`src/rtl/switch_emu_pkg.sv`:
```
// Shared types and constants for the switch bounce emulator and its LFSR.
package switch_emu_pkg;

    typedef enum logic [1:0] {
        IDLE   = 2'd0,
        BOUNCE = 2'd1,
        DONE   = 2'd2
    } emu_state_t;

    localparam logic [15:0] LFSR_POLY         = 16'hB400;
    localparam logic [15:0] LFSR_DEFAULT_SEED = 16'hACE1;

    // One step of the right-shifting Galois LFSR.
    function automatic logic [15:0] lfsr_step(input logic [15:0] s);
        return {1'b0, s[15:1]} ^ (s[0] ? LFSR_POLY : 16'h0000);
    endfunction

endpackage

```
`src/rtl/lfsr16.sv`:
```
// 16-bit Galois LFSR that advances only when enabled; an all-zero seed is remapped to 1.
module lfsr16
    import switch_emu_pkg::*;
(
    input  logic        clk,
    input  logic        rstn,
    input  logic        en,
    input  logic [15:0] seed,
    output logic [15:0] q
);

    logic [15:0] q_q;
    logic [15:0] q_d;
    logic [15:0] seed_safe;

    // The all-zero state is a lock-up state for this LFSR.
    assign seed_safe = (seed == 16'h0000) ? 16'h0001 : seed;

    always_comb begin
        q_d = q_q;
        if (en) begin
            q_d = lfsr_step(q_q);
        end
    end

    always_ff @(posedge clk) begin
        if (!rstn) begin
            q_q <= seed_safe;
        end else begin
            q_q <= q_d;
        end
    end

    assign q = q_q;

endmodule

```
`src/rtl/switch_bounce_emulator.sv`:
```
// Drives a single-bit line like a mechanical switch: on each accepted request it emits a
// programmable burst of bounce cycles, then settles to a clean level and pulses o_done.
module switch_bounce_emulator
    import switch_emu_pkg::*;
#(
    parameter int          N_BOUNCE  = 4,
    parameter bit          IS_PULLUP = 1'b1,
    parameter int          PATTERN   = 0,
    parameter logic [15:0] LFSR_SEED = LFSR_DEFAULT_SEED
) (
    input  logic                clk,
    input  logic                rstn,
    input  logic                i_valid,
    output logic                o_ready,
    input  logic                i_level,
    input  logic                i_settle,
    input  logic [N_BOUNCE-1:0] i_bounce_len,
    output logic                o_sig,
    output logic                o_busy,
    output logic                o_done
);

    emu_state_t          state_q, state_d;
    logic [N_BOUNCE-1:0] cnt_q, cnt_d;
    logic                target_q, target_d;
    logic                o_sig_q, o_sig_d;
    logic                o_ready_q, o_ready_d;
    logic                o_busy_q, o_busy_d;
    logic                o_done_q, o_done_d;
    logic                lfsr_en;
    logic [15:0]         lfsr_q;
    logic                accept;

    lfsr16 u_lfsr (
        .clk  (clk),
        .rstn (rstn),
        .en   (lfsr_en),
        .seed (LFSR_SEED),
        .q    (lfsr_q)
    );

    // A request needs both the FSM in IDLE and the registered ready flag, which lags by a cycle.
    assign accept = i_valid && o_ready_q && (state_q == IDLE);

    always_comb begin
        state_d   = state_q;
        cnt_d     = cnt_q;
        target_d  = target_q;
        o_sig_d   = o_sig_q;
        o_ready_d = (state_q == IDLE);
        o_busy_d  = (state_q != IDLE);
        o_done_d  = 1'b0;
        lfsr_en   = 1'b0;

        case (state_q)
            IDLE: begin
                if (accept) begin
                    // The starting level is o_sig itself, so toggling begins at its complement.
                    target_d = i_settle ? i_level : o_sig_q;
                    cnt_d    = i_bounce_len;
                    state_d  = (i_bounce_len == '0) ? DONE : BOUNCE;
                end
            end
            BOUNCE: begin
                cnt_d = cnt_q - N_BOUNCE'(1);
                if (PATTERN == 1) begin
                    o_sig_d = lfsr_q[0];
                    lfsr_en = 1'b1;
                end else begin
                    o_sig_d = ~o_sig_q;
                end
                if (cnt_q == N_BOUNCE'(1)) begin
                    state_d = DONE;
                end
            end
            DONE: begin
                o_sig_d  = target_q;
                o_done_d = 1'b1;
                state_d  = IDLE;
            end
            default: begin
                state_d = IDLE;
            end
        endcase
    end

    always_ff @(posedge clk) begin
        if (!rstn) begin
            state_q   <= IDLE;
            cnt_q     <= '0;
            target_q  <= IS_PULLUP;
            o_sig_q   <= IS_PULLUP;
            o_ready_q <= 1'b1;
            o_busy_q  <= 1'b0;
            o_done_q  <= 1'b0;
        end else begin
            state_q   <= state_d;
            cnt_q     <= cnt_d;
            target_q  <= target_d;
            o_sig_q   <= o_sig_d;
            o_ready_q <= o_ready_d;
            o_busy_q  <= o_busy_d;
            o_done_q  <= o_done_d;
        end
    end

    assign o_sig   = o_sig_q;
    assign o_ready = o_ready_q;
    assign o_busy  = o_busy_q;
    assign o_done  = o_done_q;

endmodule

```
`config.mk`:
```
export PLATFORM = sky130hd
export DESIGN_NAME = switch_bounce_emulator
export DESIGN_NICKNAME = d
export VERILOG_FILES = /design/src/rtl/switch_emu_pkg.sv /design/src/rtl/lfsr16.sv /design/src/rtl/switch_bounce_emulator.sv
export SDC_FILE = /design/constraint.sdc
export NUM_CORES = 1
export LEC_CHECK = 0
export BUFFER_PORTS_ARGS = -buffer_cell sky130_fd_sc_hd__buf_2
export CAP_MARGIN = 0
export CORE_AREA = 2 2 39 41
export CTS_CLUSTER_DIAMETER = 200
export DETAILED_ROUTE_END_ITERATION = 8
export DIE_AREA = 0 0 41 43
export PLACE_DENSITY = 0.67
export SYNTH_ARGS = -nofsm -noshare
export SYNTH_HDL_FRONTEND = slang
export SYNTH_SLANG_ARGS = --single-unit
```
`constraint.sdc`:
```
create_clock -name clk -period 1.9 [get_ports clk]
set_clock_uncertainty 0.1 [all_clocks]
set_input_delay 0.19 -clock clk [delete_from_list [all_inputs] [get_ports clk]]
set_output_delay 0.19 -clock clk [all_outputs]
set_load 0.02 [all_outputs]
```
---- Yosys cells after proc, flatten, opt, wreduce, memory -nomap -nowiden ----
Index checks and enable logic that the tools add are counted.
word-level totals
  flip-flop bits (word level) ............. 11
  output and inout port bits .............. 4
  word-level logic and storage cells ...... 33
operators by class
  add/sub/neg operators ................... 1
  equal/unequal tests ..................... 5
  mux-type cells .......................... 9
  bitwise logic cells ..................... 1
  reduce and logical (&&, ||, !) cells .... 10
operators by type and width
  kind                 number
  $pmux 4 s2           1
  $mux 2               3
  $reduce_and 2->1     3
  $reduce_bool 2->1    3
  $eq 4x1->1 const B   1
  $logic_not 4->1      1
  $mux 4               1
  $pmux 2 s2           1
  $sub 4x1->4 const B  1
  $eq 2x1->1 const B   1
  $eq 2x2->1 const B   1
  $logic_and 1x1->1    2
  $logic_not 2->1      1
  $mux 1               2
  $ne 2x1->1 const B   1
  $ne 2x2->1 const B   1
  $pmux 1 s2           1
  $not 1->1            1

---- Longest topological paths before layout ----
  word-level depth ........................ 4
  depth in mapped cells ................... 6

---- Least setup slack after synthesis ----
No wires, ideal clock.
  path type ............................... reg2reg
  start ................................... reg state_q[0]
  end ..................................... reg cnt_q[3]
  data arrival time ....................... 1.367 ns
  required time ........................... 1.683 ns
  setup slack ............................. 0.316 ns
  cell stages (with the launch flop) ...... 7
  path buffers ............................ 1
  cells stage by stage .................... dfxtp_1 inv_1 ha_1 nand2b_1 buf_6 a22o_1 a32o_1
between the ends
  word-level cells in the longest chain between the ends .. 4
ends and longest elaborated chain
  what                        RTL line                      text
  from (decl)                 switch_bounce_emulator.sv:23  emu_state_t state_q, state_d;
  from (signal assigned)      switch_bounce_emulator.sv:97  state_q <= state_d;
  $logic_not 2->1 *           -
  named net o_ready_d         switch_bounce_emulator.sv:27  logic o_ready_q, o_ready_d;
  $logic_and 1x1->1           switch_bounce_emulator.sv:43  assign accept = i_valid && o_ready_q && (state_q == IDLE);
  $ne 2x1->1 (no line)        -
  $reduce_and 2->1 (no line)  -
  to (signal assigned)        switch_bounce_emulator.sv:98  cnt_q <= cnt_d;
  to (decl)                   switch_bounce_emulator.sv:24  logic [N_BOUNCE-1:0] cnt_q, cnt_d;
Mark *: on every way through the listed nets, which the timed path passes. The rest lies on a longest branch.
A chain may end at the register's enable or synchronous reset.

---- Worst setup path in the final report ----
Same ends and word-level chain as after synthesis.

==> results.sh <==
export IMPL_grt_overflow_total=0
export IMPL_crit_type="flip-flop to flip-flop"
export IMPL_synth_avg_cell_area_um2=9.33
export IMPL_yosys_warnings=0
export IMPL_antenna_found_initial=0
export IMPL_final_util=0.526
export IMPL_syn_inst=68
export IMPL_max_freq_mhz=577
export IMPL_antenna_diode_count=0
export IMPL_num_nets_final=97
export IMPL_synthesis_nets=82
export IMPL_cp_arrival_ps=1800
export IMPL_min_from="rstn"
export IMPL_dieWidth_um=41
export IMPL_irDropWorstVdd_mv=0.614
export IMPL_htreeDepth=1
export IMPL_setup_tns_ps=0
export IMPL_relSlewSlack=0.810
export IMPL_die_area_um2=1760
export IMPL_cts_tree="done"
export IMPL_synth_edf_count=0
export IMPL_gp_congestion=0.749
export IMPL_wirelength_um=1180
export IMPL_hold_viol=0
export IMPL_grt_max_degree=14
export IMPL_dr_pass1_iters=4
export IMPL_synth_flop_cell="dfxtp_1"
export IMPL_ys_seq_elements=11
export IMPL_drv_slew=0
export IMPL_clock_latency_ps=270
export IMPL_vias=525
export IMPL_power_mw=1.07
export IMPL_start_util=0.458
export IMPL_fp_row_count=14
export IMPL_grt_pass1_wl_um=1890
export IMPL_cts_made_buffers=3
export IMPL_clockRootBuffer="clkbuf_4"
export IMPL_status="finished, final reports clean"
export IMPL_synth_area_um2=634
export IMPL_synth_cell_types=34
export IMPL_cellPowerDensity_nw_per_um2=1460
export IMPL_drt_iter0_drc=9
export IMPL_critPathRequiredTime_ps=1960
export IMPL_maxCapViolCount=0
export IMPL_dieHeight_um=43
export IMPL_crit_path_start_kind="flip-flop"
export IMPL_holdPathEnd="o_sig"
export IMPL_power_leakage_nw=0.319
export IMPL_ant_nets=0
export IMPL_drc=0
export IMPL_grt_usage=0.162
export IMPL_post_cts_buffers=0
export IMPL_coreArea_um2=1380
export IMPL_clkTransAtPathRegs_ps=70
export IMPL_crit_path_end_kind="flip-flop"
export IMPL_portBuffers=12
export IMPL_r2r_slack_ps=170
export IMPL_num_io_pins=13
export IMPL_dp_hpwl_um=895
export IMPL_ff2ff_path_depth=5
export IMPL_post_drt_via_cell_ratio=5.36
export IMPL_synth_yosys_seq_area_share=0.347
export IMPL_tightestPinTransition_ps=285
export IMPL_r2r_end="cnt_q[3]"
export IMPL_setup_viol=0
export IMPL_grt_pass1_vias=445
export IMPL_cts_hold_buf=0
export IMPL_ys_async_sr_fraction=0
export IMPL_drive_gt1_frac=0.244
export IMPL_cp_max_fo=8
export IMPL_rsz0062_at_grt="false"
export IMPL_wl_per_cell_um=12.0
export IMPL_ctsLongestPathBuffers=2
export IMPL_area_growth_pct=14.8
export IMPL_cts_sink_count=11
export IMPL_fin_crit_sh=0.912
export IMPL_hp_class="input port to flip-flop"
export IMPL_regToRegStartpoint="state_q[0]"
export IMPL_hold_depth=2
export IMPL_fin_crit_ps=1730
export IMPL_cts_resized=0
==> metrics by stage <==
step / setup WS [ps] / cell area, um2 / hold slack (ps) / cells
floorplan: 316 / 634 / 259 / 68
finish: 167 / 728 / 117 / 98
detailed placement: 174 / 702 / 374 / 94
global route: 58.7 / 728 / 142 / 98
CTS: 153 / 728 / 117 / 98
global placement: 231 / 702 / 366 / 94
==> cells by family (layout without fill, tap and decap cells) <==
group	after synthesis	in the layout	share of synthesized area
muxes	1	1	0.0158
DFF	11	11	0.347
AOI/OAI and AO/OA	19	19	0.254
adders and majority gates	5	5	0.0986
and+or+nand+nor	23	23	0.217
buffers and inverters	9	23	0.0670
==> state kept, by name, indices dropped and copies added (netlist names) <==
register / count
o_done: 1
cnt_q: 4
o_busy: 1
o_sig: 1
state_q: 2
target_q: 1
o_ready: 1
==> cell usage after synthesis (all sizes together), types with 2 or more instances <==
cell / instances / area [um2]
ha: 5 / 62.6
buf: 2 / 16.3
dfxtp: 11 / 220
and2: 2 / 12.5
o21ai: 2 / 10.0
a22oi: 2 / 15.0
a21boi: 2 / 15.0
nand2b: 3 / 18.8
nand2: 6 / 22.5
inv: 6 / 22.5
nand3b: 2 / 15.0
a221o: 2 / 20.0
nor2: 3 / 11.3
nand3: 3 / 25.0
==> per-layer routing <==
| layer | GRT usage | vias up | share of wire |
|---|---|---|---|
| li1 | - | 273 | - |
| met3 | 0.0314 | 5 | 0.063 |
| met5 | 0 | - | 0 |
| met4 | 0.100 | 0 | 0.031 |
| met2 | 0.219 | 19 | 0.44 |
| met1 | 0.228 | 228 | 0.46 |
==> worst max-delay path by stage <==
| stage | startpoint | end | slack [ps] | cells past startpoint |
|---|---|---|---|---|
| 6_report | state_q[0] | cnt_q[3] | 170 | 5 |
| 5_1_grt | state_q[0] | cnt_q[3] | 60 | 5 |
| 4_1_cts | state_q[0] | cnt_q[3] | 150 | 5 |
| 3_5_place_dp | state_q[0] | cnt_q[3] | 170 | 5 |
| 3_3_place_gp | state_q[0] | cnt_q[3] | 230 | 5 |
| 2_1_floorplan | state_q[0] | cnt_q[3] | 320 | 6 |
==> critical path: stages, from the launching register on <==
cell      delay [ps]
dfxtp_1          350
inv_1             70
ha_1             280
nand2b_1         290
a22o_1           280
a32o_1           250
==> layout make-up <==
class,instances,area (um2)
fillers,140,656
multi-input cells,48,372
flip-flops and latches,11,220
repair buffers,13,67.6
clock buffers,4,26.3
inverters,6,22.5
well taps,16,20.0
==> where the power goes <==
group          switching [mW]  total (mW)  internal [mW]
Sequential             0.0624       0.377          0.315
Clock                  0.0806       0.162         0.0813
Combinational           0.287       0.526          0.240
Total                   0.430        1.07          0.636
==> placed cells by master (no fill, tap or decap), types with 3 or more instances in the layout <==
master and n:
buf_2 12, dfxtp_1 11, inv_1 6, nand2_1 6, ha_1 5, nor2_1 3
nand2b_1 3, clkbuf_4 3
No activity file was read; power rests on OpenSTA's default activity.
